--- config.mk ---
export PLATFORM = sky130hd
export DESIGN_NAME = matrix_op_sequencer
export DESIGN_NICKNAME = d
export VERILOG_FILES = /design/src/rtl/matrix_pkg.sv /design/src/rtl/seq_wait_counter.sv /design/src/rtl/matrix_op_sequencer.sv
export SDC_FILE = /design/constraint.sdc
export NUM_CORES = 1
export LEC_CHECK = 0
export ABC_AREA = 1
export CAP_MARGIN = 25
export CORE_AREA = 3 3 254 256
export CTS_CLUSTER_DIAMETER = 60
export DETAILED_ROUTE_END_ITERATION = 12
export DIE_AREA = 0 0 257 259
export DONT_BUFFER_PORTS = 1
export PLACE_DENSITY_LB_ADDON = 0.3
export SYNTH_ARGS = -nofsm -noshare
export SYNTH_HDL_FRONTEND = slang
export SYNTH_HIERARCHICAL = 1
export SYNTH_SLANG_ARGS = --single-unit
--- constraint.sdc ---
create_clock -name clock -period 2.5 [get_ports clock]
set_input_delay 0.25 -clock clock [delete_from_list [all_inputs] [get_ports clock]]
set_output_delay 0.25 -clock clock [all_outputs]
set_load 0.005 [all_outputs]
--- src/rtl/matrix_pkg.sv ---
// rtl/matrix_pkg.sv - shared constants, op codes and state encoding for the matrix op sequencer
package matrix_pkg;

  localparam int MATRIX_W = 200;
  localparam int ADDR_W   = 8;
  localparam int OP_W     = 3;

  localparam logic [OP_W-1:0] OP_ADD       = 3'd0;
  localparam logic [OP_W-1:0] OP_SUB       = 3'd1;
  localparam logic [OP_W-1:0] OP_MUL       = 3'd2;
  localparam logic [OP_W-1:0] OP_SCALAR    = 3'd3;
  localparam logic [OP_W-1:0] OP_TRANSPOSE = 3'd4;
  localparam logic [OP_W-1:0] OP_OPPOSITE  = 3'd5;

  typedef enum logic [2:0] {
    ST_IDLE      = 3'd0,
    ST_RD_A      = 3'd1,
    ST_RD_B      = 3'd2,
    ST_EXEC      = 3'd3,
    ST_WAIT_DONE = 3'd4,
    ST_WRITE     = 3'd5,
    ST_FINISH    = 3'd6
  } state_t;

  // Codes 6 and 7 are unassigned and are rejected without touching the RAM.
  function automatic logic op_is_valid(input logic [OP_W-1:0] op);
    return (op <= OP_OPPOSITE);
  endfunction

  // Unary ops only need the A operand.
  function automatic logic op_skips_b(input logic [OP_W-1:0] op);
    return (op == OP_TRANSPOSE) || (op == OP_OPPOSITE);
  endfunction

endpackage

--- src/rtl/seq_wait_counter.sv ---
// rtl/seq_wait_counter.sv - loadable down-counter with zero flag for read-latency and timeout waits
module seq_wait_counter #(
  parameter int WIDTH = 8
) (
  input  logic             clock,
  input  logic             reset,
  input  logic             load,
  input  logic [WIDTH-1:0] load_value,
  input  logic             dec,
  output logic             zero
);

  logic [WIDTH-1:0] count_q;
  logic [WIDTH-1:0] count_d;

  // Load has priority; decrement saturates at zero.
  always_comb begin
    count_d = count_q;
    if (load) begin
      count_d = load_value;
    end else if (dec && (count_q != '0)) begin
      count_d = count_q - 1'b1;
    end
  end

  // Count register.
  always_ff @(posedge clock) begin
    if (reset) begin
      count_q <= '0;
    end else begin
      count_q <= count_d;
    end
  end

  assign zero = (count_q == '0);

endmodule

--- src/rtl/matrix_op_sequencer.sv ---
// rtl/matrix_op_sequencer.sv - sequences RAM reads, ALU execution and result write; MATRIX_SEQ_TIMEOUT_EN enables alu_done timeout
module matrix_op_sequencer
  import matrix_pkg::*;
#(
  parameter int READ_LATENCY = 2,
  parameter int TIMEOUT      = 255
) (
  input  logic                clock,
  input  logic                reset,
  input  logic                op_valid,
  input  logic [OP_W-1:0]     op_code,
  input  logic [ADDR_W-1:0]   src_a_addr,
  input  logic [ADDR_W-1:0]   src_b_addr,
  input  logic [ADDR_W-1:0]   dst_addr,
  output logic                op_ready,
  output logic [ADDR_W-1:0]   ram_address,
  output logic                ram_wren,
  input  logic [MATRIX_W-1:0] ram_q,
  output logic [MATRIX_W-1:0] matrix_a,
  output logic [MATRIX_W-1:0] matrix_b,
  output logic [OP_W-1:0]     alu_op,
  output logic                alu_start,
  input  logic                alu_done,
  output logic                busy,
  output logic                done,
  output logic                error
);

  // Counter reload values: the counter reaches zero on the last cycle of a wait.
  localparam logic [7:0] RD_LOAD = 8'(READ_LATENCY - 1);
  localparam logic [7:0] TO_LOAD = 8'(TIMEOUT - 1);

  state_t              state_q, state_d;
  logic [OP_W-1:0]     op_q, op_d;
  logic [ADDR_W-1:0]   src_a_q, src_a_d;
  logic [ADDR_W-1:0]   src_b_q, src_b_d;
  logic [ADDR_W-1:0]   dst_q, dst_d;
  logic [MATRIX_W-1:0] matrix_a_q, matrix_a_d;
  logic [MATRIX_W-1:0] matrix_b_q, matrix_b_d;
  logic                err_q, err_d;

  logic                accept;
  logic                timeout_hit;
  logic                cnt_load;
  logic [7:0]          cnt_load_value;
  logic                cnt_dec;
  logic                cnt_zero;

  assign accept = (state_q == ST_IDLE) && op_valid;

`ifdef MATRIX_SEQ_TIMEOUT_EN
  // A late alu_done on the final counted cycle still takes the write path.
  assign timeout_hit = (state_q == ST_WAIT_DONE) && !alu_done && cnt_zero;
`else
  assign timeout_hit = 1'b0;
`endif

  seq_wait_counter #(
    .WIDTH(8)
  ) u_wait_counter (
    .clock      (clock),
    .reset      (reset),
    .load       (cnt_load),
    .load_value (cnt_load_value),
    .dec        (cnt_dec),
    .zero       (cnt_zero)
  );

  // State register.
  always_ff @(posedge clock) begin
    if (reset) begin
      state_q <= ST_IDLE;
    end else begin
      state_q <= state_d;
    end
  end

  // Next-state logic and wait-counter control.
  always_comb begin
    state_d        = state_q;
    cnt_load       = 1'b0;
    cnt_load_value = RD_LOAD;
    cnt_dec        = 1'b0;
    case (state_q)
      ST_IDLE: begin
        if (op_valid) begin
          if (op_is_valid(op_code)) begin
            state_d  = ST_RD_A;
            cnt_load = 1'b1;
          end else begin
            state_d = ST_FINISH;
          end
        end
      end
      ST_RD_A: begin
        if (cnt_zero) begin
          if (op_skips_b(op_q)) begin
            state_d = ST_EXEC;
          end else begin
            state_d  = ST_RD_B;
            cnt_load = 1'b1;
          end
        end else begin
          cnt_dec = 1'b1;
        end
      end
      ST_RD_B: begin
        if (cnt_zero) begin
          state_d = ST_EXEC;
        end else begin
          cnt_dec = 1'b1;
        end
      end
      ST_EXEC: begin
        if (op_q == OP_MUL) begin
          state_d        = ST_WAIT_DONE;
          cnt_load       = 1'b1;
          cnt_load_value = TO_LOAD;
        end else begin
          state_d = ST_WRITE;
        end
      end
      ST_WAIT_DONE: begin
        cnt_dec = 1'b1;
        if (alu_done) begin
          state_d = ST_WRITE;
        end else if (timeout_hit) begin
          state_d = ST_FINISH;
        end
      end
      ST_WRITE:  state_d = ST_FINISH;
      ST_FINISH: state_d = ST_IDLE;
      default:   state_d = ST_IDLE;
    endcase
  end

  // Outputs decoded from the current state.
  always_comb begin
    op_ready    = (state_q == ST_IDLE);
    busy        = (state_q != ST_IDLE);
    ram_wren    = (state_q == ST_WRITE);
    alu_start   = (state_q == ST_EXEC) && (op_q == OP_MUL);
    done        = (state_q == ST_FINISH);
    error       = (state_q == ST_FINISH) && err_q;
    ram_address = '0;
    case (state_q)
      ST_RD_A:  ram_address = src_a_q;
      ST_RD_B:  ram_address = src_b_q;
      ST_WRITE: ram_address = dst_q;
      default:  ram_address = '0;
    endcase
  end

  // Request capture, operand latching on the last read cycle, error flag.
  always_comb begin
    op_d       = op_q;
    src_a_d    = src_a_q;
    src_b_d    = src_b_q;
    dst_d      = dst_q;
    matrix_a_d = matrix_a_q;
    matrix_b_d = matrix_b_q;
    err_d      = err_q;
    if (accept) begin
      op_d    = op_code;
      src_a_d = src_a_addr;
      src_b_d = src_b_addr;
      dst_d   = dst_addr;
      err_d   = !op_is_valid(op_code);
    end
    if ((state_q == ST_RD_A) && cnt_zero) begin
      matrix_a_d = ram_q;
    end
    if ((state_q == ST_RD_B) && cnt_zero) begin
      matrix_b_d = ram_q;
    end
    if (timeout_hit) begin
      err_d = 1'b1;
    end
  end

  // Datapath registers.
  always_ff @(posedge clock) begin
    if (reset) begin
      op_q       <= '0;
      src_a_q    <= '0;
      src_b_q    <= '0;
      dst_q      <= '0;
      matrix_a_q <= '0;
      matrix_b_q <= '0;
      err_q      <= 1'b0;
    end else begin
      op_q       <= op_d;
      src_a_q    <= src_a_d;
      src_b_q    <= src_b_d;
      dst_q      <= dst_d;
      matrix_a_q <= matrix_a_d;
      matrix_b_q <= matrix_b_d;
      err_q      <= err_d;
    end
  end

  assign matrix_a = matrix_a_q;
  assign matrix_b = matrix_b_q;
  assign alu_op   = op_q;

endmodule
==> run summary, run 1 <==
Clock Sinks: 439
Cell breakdown of the critical path: inv_1 > ha_1 > nand2_1 > nor2_4 > buf_4 > clkbuf_16 > clkbuf_16 > nand3_1 > a21oi_1 > dlygate4sd3_1
Vias: 15700
Die width: 257 um
Count leader, synth: dfxtp_1
Hold Path Class: primary input to register
Post-synth EDFFs: 0
Post-route design area: 21500 um^2
Worst slew pin tran: 0.609 ns
Syn_nets: 2300
Place WS: 0.370 ns
GR Overflow Total: 0
Full die area: 66600 um^2
Hold depth: 1
Startpoint type of the worst setup path: register
Gp weighted congestion: 0.862
Final Slew Violations: 0
Register area share after synthesis: 53.4%
PortBufs: 0
Skew-Pair Late Insertion Delay: 0.59 ns
Die Ht: 259 um
Crit Path Class: register to register
Share of layout cells above drive strength 1: 6.06%
Initial antenna violation count: 8
Fmax: 408 MHz
Crit path max fanout: 36
CP most frequent cell: clkbuf_16
WP depth: 10
Clock skew: 0.0283 ns
Core area: 62700 um^2
Average cell area after synthesis: 7.96 um^2
Yosys warns: 6
Final Net Count: 2525
Filler Cell Count: 6475
Slew margin rel.: 59.4%
Worst hold slack: -0.227 ns
CTS tree: done
H-tree levels: 2
Root buffer cell: clkbuf_16
Total power: 25400 uW
CP Buf/Inv Count: 5
Antenna Nets Post-Route: 0
Max clock buf depth: 3
Predominant post-synthesis flop cell: dfxtp_1
Top cells by area, synth: dfxtp_1, nor2_1, a21oi_1, nand3_1, nand2_1
Violated checks: negative hold slack
Final Hold Fails: 110
Clock-pin slew on the worst setup and hold paths: 0.06 ns
DP HPWL: 40600 um
Vias/cell: 4.93
Avg WL per Cell: 20.3 um
Unique masters post-synth: 28
Worst Setup End Kind: register
Syn Inst Count: 2067
Crit-path max cell delay: 0.57 ns
Drt total wl: 64400 um
First-pass GRT wire length: 93400 um
Final worst setup slack: 0.0512 ns
GRT Overall Usage: 17.7%
Pin count of the biggest net entering global routing: 220
First-pass DRT Iterations: 5
VDD IR-drop max: 0.779 mV
Vias in the first global route: 15400
Slowest library cell on the worst path: dlygate4sd3_1
Top post-synthesis cells by count: dfxtp_1, nor2_1, nand2_1
Initial drt markers: 1315
Status: finished with violations
Placed cell area: 16800 um^2
Final setup viols: 0
Ports: 648
WP data arrival: 2.95 ns
Area growth, synth to finish: 31.0%
# rows: 92
Cell leakage power: 0.00846 uW
Initial Utilization: 26.2%
Delay-heaviest family, CP: buffers and inverters
Fin crit period: 2.45 ns
Post-synth top area share: 53.4%
#FFs+latches synth: 439
Post-synth ARST share: 0%
Drt drc: 0
Period utilization: 98.0%
Max-cap check violation count: 0
Dominant cell type by area after synthesis: dfxtp_1
Worst Path Required: 3.01 ns
Inserted Clock Buffers: 48
Reg2reg path depth: 10
Cell Area, Synth: 16400 um^2
Power density over cell area: 1180 nW/um^2
[what timing repair did]
item                       4_1_cts  5_1_grt
hold buffers                   270       32
hold endpoints to repair       438      170
gates resized for setup          0       11
buffers inserted                 0        1
setup endpoints to repair        0       25
[power breakdown]
| part | internal, uW | switching, uW | total (uW) |
|---|---|---|---|
| Sequential | 8550 | 1470 | 10000 |
| Combinational | 2860 | 5470 | 8330 |
| Clock | 4020 | 3000 | 7030 |
| Total | 15400 | 9940 | 25400 |
[layout by cell type, fill, tap and decap left out, types with 12 or more instances in the layout]
cell,count
nand3_1,230
inv_1,43
buf_12,12
nand2_1,270
nor2_1,422
o21ai_1,65
dlygate4sd3_1,302
dfxtp_1,439
buf_4,21
clkbuf_16,52
a21oi_1,234
o21ai_0,157
[registers in the layout, indices dropped and copies added (netlist names)]
signal / count
err_q: 1
src_b_q: 8
alu_op: 3
dst_q: 8
state_q: 3
matrix_a: 200
src_a_q: 8
matrix_b: 200
u_wait_counter/count_q: 8
[cell families after synthesis]
| group | share of synthesized area (%) |
|---|---|
| compound gates | 14.3 |
| fa+ha+maj | 0.152 |
| flops | 53.4 |
| buf+inv | 8.36 |
| xor+xnor | 0.0533 |
| simple gates | 23.7 |
[path summary, 6_finish.rpt]
path                             startpoint                         to  slack (ns)
hold / removal                        reset  u_wait_counter/count_q[4]       -0.23
hold reg to reg                  src_a_q[0]                 src_a_q[0]        0.46
setup / recovery  u_wait_counter/count_q[0]              matrix_a[132]        0.05
setup reg to reg  u_wait_counter/count_q[0]              matrix_a[132]        0.05
[metal layers]
| metal | vias to the layer above | global-route usage [%] | share of wire (%) | wire (um) |
|---|---|---|---|---|
| li1 | 7264 | - | - | - |
| met1 | 7440 | 19.9 | 37 | 23700 |
| met2 | 827 | 29.7 | 48 | 31000 |
| met3 | 143 | 6.17 | 11 | 6800 |
| met4 | 0 | 8.65 | 4.4 | 2870 |
| met5 | - | 0 | 0 | 0 |
[cell type report]
class	instances	area, um^2	share of cell area [%]
flip-flops and latches	439	8790	40.8
multi-input cells	1409	6310	29.3
repair buffers	343	3610	16.8
clock buffers	65	1360	6.29
well taps	846	1060	4.91
inverters	51	210	0.975
clock inverters	21	199	0.923
diodes	4	10.0	0.0465
[metrics by stage]
step / setup TNS, ns / util [%] / std cells
final: 0 / 34.3 / 3178
after global routing: -0.207 / 34.3 / 3177
after CTS: 0 / 33.6 / 3137
after detailed placement: 0 / 26.8 / 2781
after global placement: 0 / 26.8 / 2781
after floorplan: 0 / - / 2067
[worst register-to-register path, cell delays in order (launching register included)]
cell and delay (ns):
dfxtp_1 0.31, inv_1 0.16, ha_1 0.18, nand2_1 0.09
nor2_4 0.15, buf_4 0.16, clkbuf_16 0.19, clkbuf_16 0.28
nand3_1 0.11, a21oi_1 0.17, dlygate4sd3_1 0.57
(Power assumes the default switching activity.)
==> run 2: changes to the inputs <==
--- a/config.mk
+++ b/config.mk
@@ -5,12 +5,12 @@
 export SDC_FILE = /design/constraint.sdc
 export NUM_CORES = 1
 export LEC_CHECK = 0
-export ABC_AREA = 1
+export ABC_AREA = 0
 export CAP_MARGIN = 25
-export CORE_AREA = 3 3 254 256
+export CORE_AREA = 3 3 248 250
 export CTS_CLUSTER_DIAMETER = 60
 export DETAILED_ROUTE_END_ITERATION = 12
-export DIE_AREA = 0 0 257 259
+export DIE_AREA = 0 0 251 253
 export DONT_BUFFER_PORTS = 1
 export PLACE_DENSITY_LB_ADDON = 0.3
 export SYNTH_ARGS = -nofsm -noshare
==> run 2 against run 1 <==
Compared with the run above:
- the flow still finishes with violations (negative hold slack)
- utilization grew 0.12 points
- clock power grew 3.1%
- synthesized area fell by 4.5%
- hold slack better by 0.029 ns
- critical path type unchanged
==> run summary, run 2 <==
Initial drt markers: 931 (-29%)
Die Ht: 253 um (-2.3%)
Commonest non-fill, non-tap cell in the layout: nand2_1
Root buffer cell: clkbuf_16
Share of layout cells above drive strength 1: 6.66% (+0.60 points)
Gp weighted congestion: 0.810 (-6.1%)
Post-synth ARST share: 0% (unchanged)
First-pass DRT Iterations: 6 (+1)
Core area: 59200 um^2 (-5.6%)
Vias: 14300 (-9.0%)
Count leader, synth: nand2_1
Worst Path Required: 2.89 ns (-0.12 ns)
Register area share after synthesis: 56.0% (+2.5 points)
Sw Share: 31.9% (-7.3 points)
Cell leakage power: 0.00693 uW (-18%)
Initial Utilization: 26.5% (+0.29 points)
Startpoint type of the worst setup path: register
Violated checks: negative hold slack
Crit-path max cell delay: 0.58 ns (about the same)
Fmax: 407 MHz (-0.43%)
Sequential share of power: 43.3% (+3.8 points)
Clock-pin slew on the worst setup and hold paths: 0.06 ns (about the same)
Slowest library cell on the worst path: or4_4
Worst slew pin tran: 1.49 ns (+0.878 ns)
Initial antenna violation count: 4 (-4)
Antenna Nets Post-Route: 0 (unchanged)
Clock share of power: 34.9% (+7.2 points)
Crit Path Class: register to register
Unique masters post-synth: 47 (+68%)
Post-Synth Adder-Cell Area: 0.159% (+0.0072 points)
Delay-heaviest family, CP: simple AND/OR/NAND/NOR gates
PortBufs: 0 (unchanged)
Clock Sinks: 439 (unchanged)
Compound-cell area share of the yosys netlist: 15.7% (+1.4 points)
Top post-synthesis cells by count: nand2_1, dfxtp_1, a21oi_1
Int Pwr: 14200 uW (-8.3%)
Die width: 251 um (-2.3%)
Full die area: 63500 um^2 (-4.6%)
VDD IR-drop max: 0.521 mV (-33%)
Syn_nets: 2225 (-3.3%)
Syn Inst Count: 1992 (-3.6%)
RSZ-0062 raised after global routing: no
# rows: 89 (-3.3%)
#FFs+latches synth: 439 (unchanged)
Power density over cell area: 1020 nW/um^2 (-14%)
Max clock buf depth: 3 (unchanged)
Mux contribution to synthesized area: 0.127% (+0.13 points)
Met2 WL: 28000 um (-9.7%)
Post-synth EDFFs: 0 (unchanged)
Top cells by area, synth: dfxtp_1, nand2_1, a21oi_1, buf_2, clkbuf_1
Max layer used: met5
Vias/cell: 4.78 (-3.0%)
Synth Area in Simple Gates: 22.5% (-1.1 points)
Dominant cell type by area after synthesis: dfxtp_1
Worst Setup End Kind: register
CTS tree: done
TNS Setup: 0 ns (unchanged)
Cell Area, Synth: 15700 um^2 (-4.5%)
Synthesized-area fraction occupied by xor and xnor cells: 0.167% (+0.11 points)
Skew-Pair Late Insertion Delay: 0.57 ns (-0.02 ns)
GR Overflow Total: 0 (unchanged)
Crit path max fanout: 125 (+250%)
Slew margin rel.: 0.868% (-59 points)
Final Net Count: 2404 (-4.8%)
Drt drc: 0 (unchanged)
Hold Path Class: primary input to register
Most frequent cells in the layout: nand2_1, a21oi_1, dfxtp_1
Util after Layout: 34.5% (+0.12 points)
Average cell area after synthesis: 7.88 um^2 (-0.93%)
H-tree levels: 2 (unchanged)
Cell breakdown of the critical path: or4_4 > nor4_4 > buf_4 > nand3b_1 > buf_4 > buf_12 > nand2_1 > a21oi_1
CP Buf/Inv Count: 3 (-2)
WL met1: 19900 um (-16%)
Avg WL per Cell: 18.9 um (-6.5%)
Comb pwr share: 21.8% (-11 points)
Area growth, synth to finish: 30.0%
Pin count of the biggest net entering global routing: 442 (+100%)
Inserted Clock Buffers: 49 (+2.1%)
Worst hold slack: -0.199 ns (+0.0287 ns)
Final setup viols: 0 (unchanged)
Largest family of logic cells by synthesized area: simple AND/OR/NAND/NOR gates
Predominant post-synthesis flop cell: dfxtp_1
CP most frequent cell: buf_4
Net Switching: 6630 uW (-33%)
DP HPWL: 38900 um (-4.1%)
WP data arrival: 2.85 ns (-0.10 ns)
Status: finished with violations
Yosys warns: 6 (unchanged)
Drt total wl: 56500 um (-12%)
GRT Overall Usage: 16.5% (-1.1 points)
Fin crit period: 2.46 ns (+0.0105 ns)
Final Hold Fails: 143 (+30%)
Period utilization: 98.4% (+0.42 points)
Clock skew: 0.0153 ns (-0.0131 ns)
Vias in the first global route: 13900 (-9.2%)
First-pass GRT wire length: 83100 um (-11%)
Ports: 648 (unchanged)
Post-synth top area share: 56.0% (+2.5 points)
Max-cap check violation count: 0 (unchanged)
Final Slew Violations: 0 (unchanged)
Metal3 WL: 6520 um (-4.1%)
## run 2: cell types whose count changed in the layout (fill, tap and decap cells not counted), moves of 10 or more
cell           previous run  this run
nand3_1                 230         1
a21oi_1                 234       438
o21ai_0                 157        14
buf_4                    21        31
inv_1                    43         7
nand2_1                 270       869
o21ai_1                  65         0
dlygate4sd3_1           302       231
nor2_1                  422        11
## run 2: cell type report
class,instances,area (um^2)
Multi-Input combinational cell,1394,6120
Antenna cell,3,7.51
Tap cell,773,967
Clock buffer,66,1420
Fill cell,6121,38800
Inverter,9,35.0
Clock inverter,21,211
Timing Repair Buffer,278,2870
Sequential cell,439,8790
## run 2: path summary, 6_finish.rpt
kind	from	cells past startpoint	endpoint	slack, ns
worst min-delay path	reset	1	matrix_b[85]	-0.20
worst min register to register	matrix_b[99]	2	matrix_b[99]	0.47
worst max register to register	u_wait_counter/count_q[3]	8	matrix_a[158]	0.04
worst max-delay path	u_wait_counter/count_q[3]	8	matrix_a[158]	0.04
## run 2: power groups by stage
stage               Combinational, uW  Sequential, uW  Clock [uW]
floorplan                        3110            8760           0
global placement                 3900            9140           0
detailed placement               4020            9150           0
CTS                              4480            9010        7450
global route                     5060            9120        7710
finish                           4540            9000        7250
## run 2: repair_timing
action                                  CTS  global route
setup buffers                             0             3
resized for setup                         0             5
hold endpoints to repair                439           331
endpoints found under the setup margin    0             8
hold buffers                            229             2
## run 2: kinds of logic (layout without fill, tap and decap cells)
logic type	count (synthesis)	in the layout
xor gates and xnor gates	3	3
and+or+nand+nor	912	912
muxes	2	2
other	0	3
DFF	439	439
adders and majority gates	2	2
AOI/OAI and AO/OA	475	475
buffers and inverters	159	374
## run 2: metrics by stage
step                instances  worst slack, ns  area, um^2  power, uW
detailed placement       2659           0.0484       16400      13200
global route             2983          0.00335       20400      21900
floorplan                1992           0.0137       15700      11900
finish                   2983           0.0407       20400      20800
CTS                      2975           0.0230       20400      20900
global placement         2659           0.0624       16400      13000
## run 2: per-layer routing
| metal | GRT usage [%] | up-vias |
|---|---|---|
| met2 | 28.9 | 660 |
| met3 | 7.43 | 123 |
| met5 | 0 | - |
| met4 | 6.45 | 2 |
| met1 | 17.4 | 6673 |
| li1 | - | 6809 |
## run 2: worst register-to-register path: cells and delay by family (launching register included)
kind / cells / cell delay, ns
AND/OR/NAND/NOR: 4 / 1.30
buffers and inverters: 3 / 0.56
flip-flops: 1 / 0.34
AO/OA/AOI/OAI: 1 / 0.09
==> run 3: changes to the inputs <==
--- a/config.mk
+++ b/config.mk
@@ -7,10 +7,12 @@
 export LEC_CHECK = 0
 export ABC_AREA = 0
 export CAP_MARGIN = 25
-export CORE_AREA = 3 3 248 250
+export CELL_PAD_IN_SITES_DETAIL_PLACEMENT = 1
+export CELL_PAD_IN_SITES_GLOBAL_PLACEMENT = 2
+export CORE_AREA = 3 3 254 256
 export CTS_CLUSTER_DIAMETER = 60
 export DETAILED_ROUTE_END_ITERATION = 12
-export DIE_AREA = 0 0 251 253
+export DIE_AREA = 0 0 257 259
 export DONT_BUFFER_PORTS = 1
 export PLACE_DENSITY_LB_ADDON = 0.3
 export SYNTH_ARGS = -nofsm -noshare
==> run 3 against run 2 <==
Compared with the run above:
- the flow finishes with violations (negative hold slack, max-slew violations)
- clock skew up 0.013 ns
- worst setup slack better by 0.035 ns
- hold slack worse by 0.034 ns
- clock power up 12%
- first-iteration DRC count down 13%
- wire length up 9.9%
- register-to-register slack better by 0.04 ns
- sequential power up 1%
- final area down 0.21%
- final cell count up 1.5%
==> run summary, run 3 (synthesis gave the netlist of run 2 again) <==
Hold Startpoint: reset
Worst Path Required: 2.88 ns (about the same)
Int Pwr: 14800 uW (+4.1%)
Clock skew: 0.0286 ns (+0.0133 ns)
Reg2reg path depth: 8 (unchanged)
CP most frequent cell: buf_4
Pin count of the biggest net entering global routing: 442 (unchanged)
Max-cap check violation count: 0 (unchanged)
Vias/cell: 4.68 (-2.1%)
Violated checks: negative hold slack, max-slew violations
Hold depth: 1 (unchanged)
Initial antenna violation count: 4 (unchanged)
Most frequent cells in the layout: nand2_1, a21oi_1, dfxtp_1
Vias: 14200 (-0.63%)
GRT Overall Usage: 17.5% (+0.98 points)
Status: finished with violations
DP HPWL: 42200 um (+8.5%)
Placed Cells: 2728 (+2.6%)
Slew margin rel.: -37.1% (-38 points)
Gp weighted congestion: 0.854 (+5.5%)
Clock Sinks: 439 (unchanged)
First-pass DRT Iterations: 4 (-2)
WP data arrival: 2.81 ns (-0.04 ns)
Util after Layout: 32.5% (-2.0 points)
First-pass GRT wire length: 91700 um (+10%)
Period utilization: 97.0% (-1.4 points)
Final worst setup slack: 0.0760 ns (+0.0352 ns)
Net Switching: 6890 uW (+3.9%)
Reg2reg start: u_wait_counter/count_q[3]
Full die area: 66600 um^2 (+4.8%)
Fin crit period: 2.42 ns (-0.0352 ns)
Final Slew Violations: 229 (+229)
Initial drt markers: 808 (-13%)
Worst Setup End Kind: register
Skew-Pair Late Insertion Delay: 0.60 ns (+0.03 ns)
Comb pwr share: 20.5% (-1.3 points)
Power density over cell area: 1060 nW/um^2 (+4.3%)
Worst hold slack: -0.232 ns (-0.0337 ns)
Initial Utilization: 25.0% (-1.5 points)
Total power: 21600 uW (+4.1%)
Crit-path max cell delay: 0.58 ns (about the same)
PortBufs: 0 (unchanged)
Hold Path Class: primary input to register
Startpoint type of the worst setup path: register
Place WS: 0.113 ns (+0.0649 ns)
Area growth, synth to finish: 29.8%
Layout Cells excl Fill: 3028 (+1.5%)
Final Hold Fails: 89 (-38%)
CP Buf/Inv Count: 3 (unchanged)
Crit path max fanout: 115 (-8.0%)
Die Ht: 259 um (+2.4%)
Antenna Nets Post-Route: 0 (unchanged)
Cell leakage power: 0.00682 uW (-1.6%)
GR Overflow Total: 0 (unchanged)
# rows: 92 (+3.4%)
VDD IR-drop max: 0.520 mV (about the same)
Core area: 62700 um^2 (+5.9%)
Share of layout cells above drive strength 1: 6.43% (-0.23 points)
Root buffer cell: clkbuf_16
Final setup viols: 0 (unchanged)
Max clock buf depth: 3 (unchanged)
Sequential share of power: 42.0% (-1.3 points)
Clock share of power: 37.5% (+2.6 points)
TNS Setup: 0 ns (unchanged)
H-tree levels: 2 (unchanged)
Worst Setup SP: u_wait_counter/count_q[3]
RSZ-0062 raised after global routing: no
Delay-heaviest family, CP: simple AND/OR/NAND/NOR gates
Crit Path Class: register to register
Inserted Clock Buffers: 52 (+6.1%)
WP depth: 8 (unchanged)
Fmax: 413 MHz (+1.5%)
Worst slew pin tran: 2.06 ns (+0.569 ns)
Clock-pin slew on the worst setup and hold paths: 0.06 ns (about the same)
Sw Share: 31.8% (-0.048 points)
Slowest library cell on the worst path: or4_4
Avg WL per Cell: 20.5 um (+8.3%)
Die width: 257 um (+2.4%)
Vias in the first global route: 14400 (+3.5%)
CTS tree: done
Drt total wl: 62100 um (+9.9%)
Final Net Count: 2375 (-1.2%)
Drt drc: 0 (unchanged)
Commonest non-fill, non-tap cell in the layout: nand2_1
Cell breakdown of the critical path: or4_4 > nor4_4 > buf_4 > buf_4 > nand3_4 > buf_12 > nand2_1 > a21oi_1
Ports: 648 (unchanged)
run 3: cell types whose count changed in the layout (fill, tap and decap cells not counted), moves of 2 or more:
cell           previous run  this run
buf_12                   16        13
clkbuf_1                  6         8
dlygate4sd3_1           231       205
buf_6                     0         2
clkinvlp_4                4         0
bufinv_16                 3        10
buf_4                    31        25
clkbuf_8                  9         5
run 3: layout make-up:
class / instances / area, um^2
diodes: 4 / 10.0
well taps: 846 / 1060
multi-input cells: 1394 / 6110
flip-flops and latches: 439 / 8790
fillers: 7404 / 42400
repair buffers: 246 / 2550
clock inverters: 25 / 422
clock buffers: 65 / 1400
inverters: 9 / 35.0
run 3: metal layers:
metal | vias to the layer above | track usage (%) | routed length [um]
met5 | - | 0 | 0
li1 | 6765 | - | -
met1 | 6812 | 19.8 | 23900
met3 | 106 | 7.49 | 6290
met2 | 494 | 29.4 | 29900
met4 | 0 | 6.24 | 1990
run 3: final timing paths:
| kind | end | slack [ns] |
|---|---|---|
| max | matrix_b[135] | 0.08 |
| min reg2reg | err_q | 0.45 |
| min | matrix_a[36] | -0.23 |
| max reg2reg | matrix_b[135] | 0.08 |
run 3: timing repair:
action                     4_1_cts  5_1_grt
gates resized for setup          1        5
hold endpoints to repair       439      435
setup endpoints to repair        6       11
hold buffers                   187       18
setup buffers                    0        1
run 3: worst reg2reg max path: stages, from the launching register on:
cell and delay [ns]:
dfxtp_1 0.34, or4_4 0.58, nor4_4 0.20, buf_4 0.19
buf_4 0.12, nand3_4 0.09, buf_12 0.22, nand2_1 0.40
a21oi_1 0.10
run 3: per-stage QoR:
stage	hold slack (ns)	instance area, um^2
after global routing	-0.276	20400
after detailed placement	0.355	16500
after global placement	0.354	16500
after floorplan	0.386	15700
final	-0.232	20400
after CTS	-0.285	20200
run 3: power groups by stage:
stage               clock network (uW)  logic [uW]  registers (uW)
CTS                               8380        4450            9110
floorplan                            0        3110            8760
finish                            8110        4450            9090
global route                      8680        5010            9210
global placement                     0        3980            9250
detailed placement                   0        4100            9260
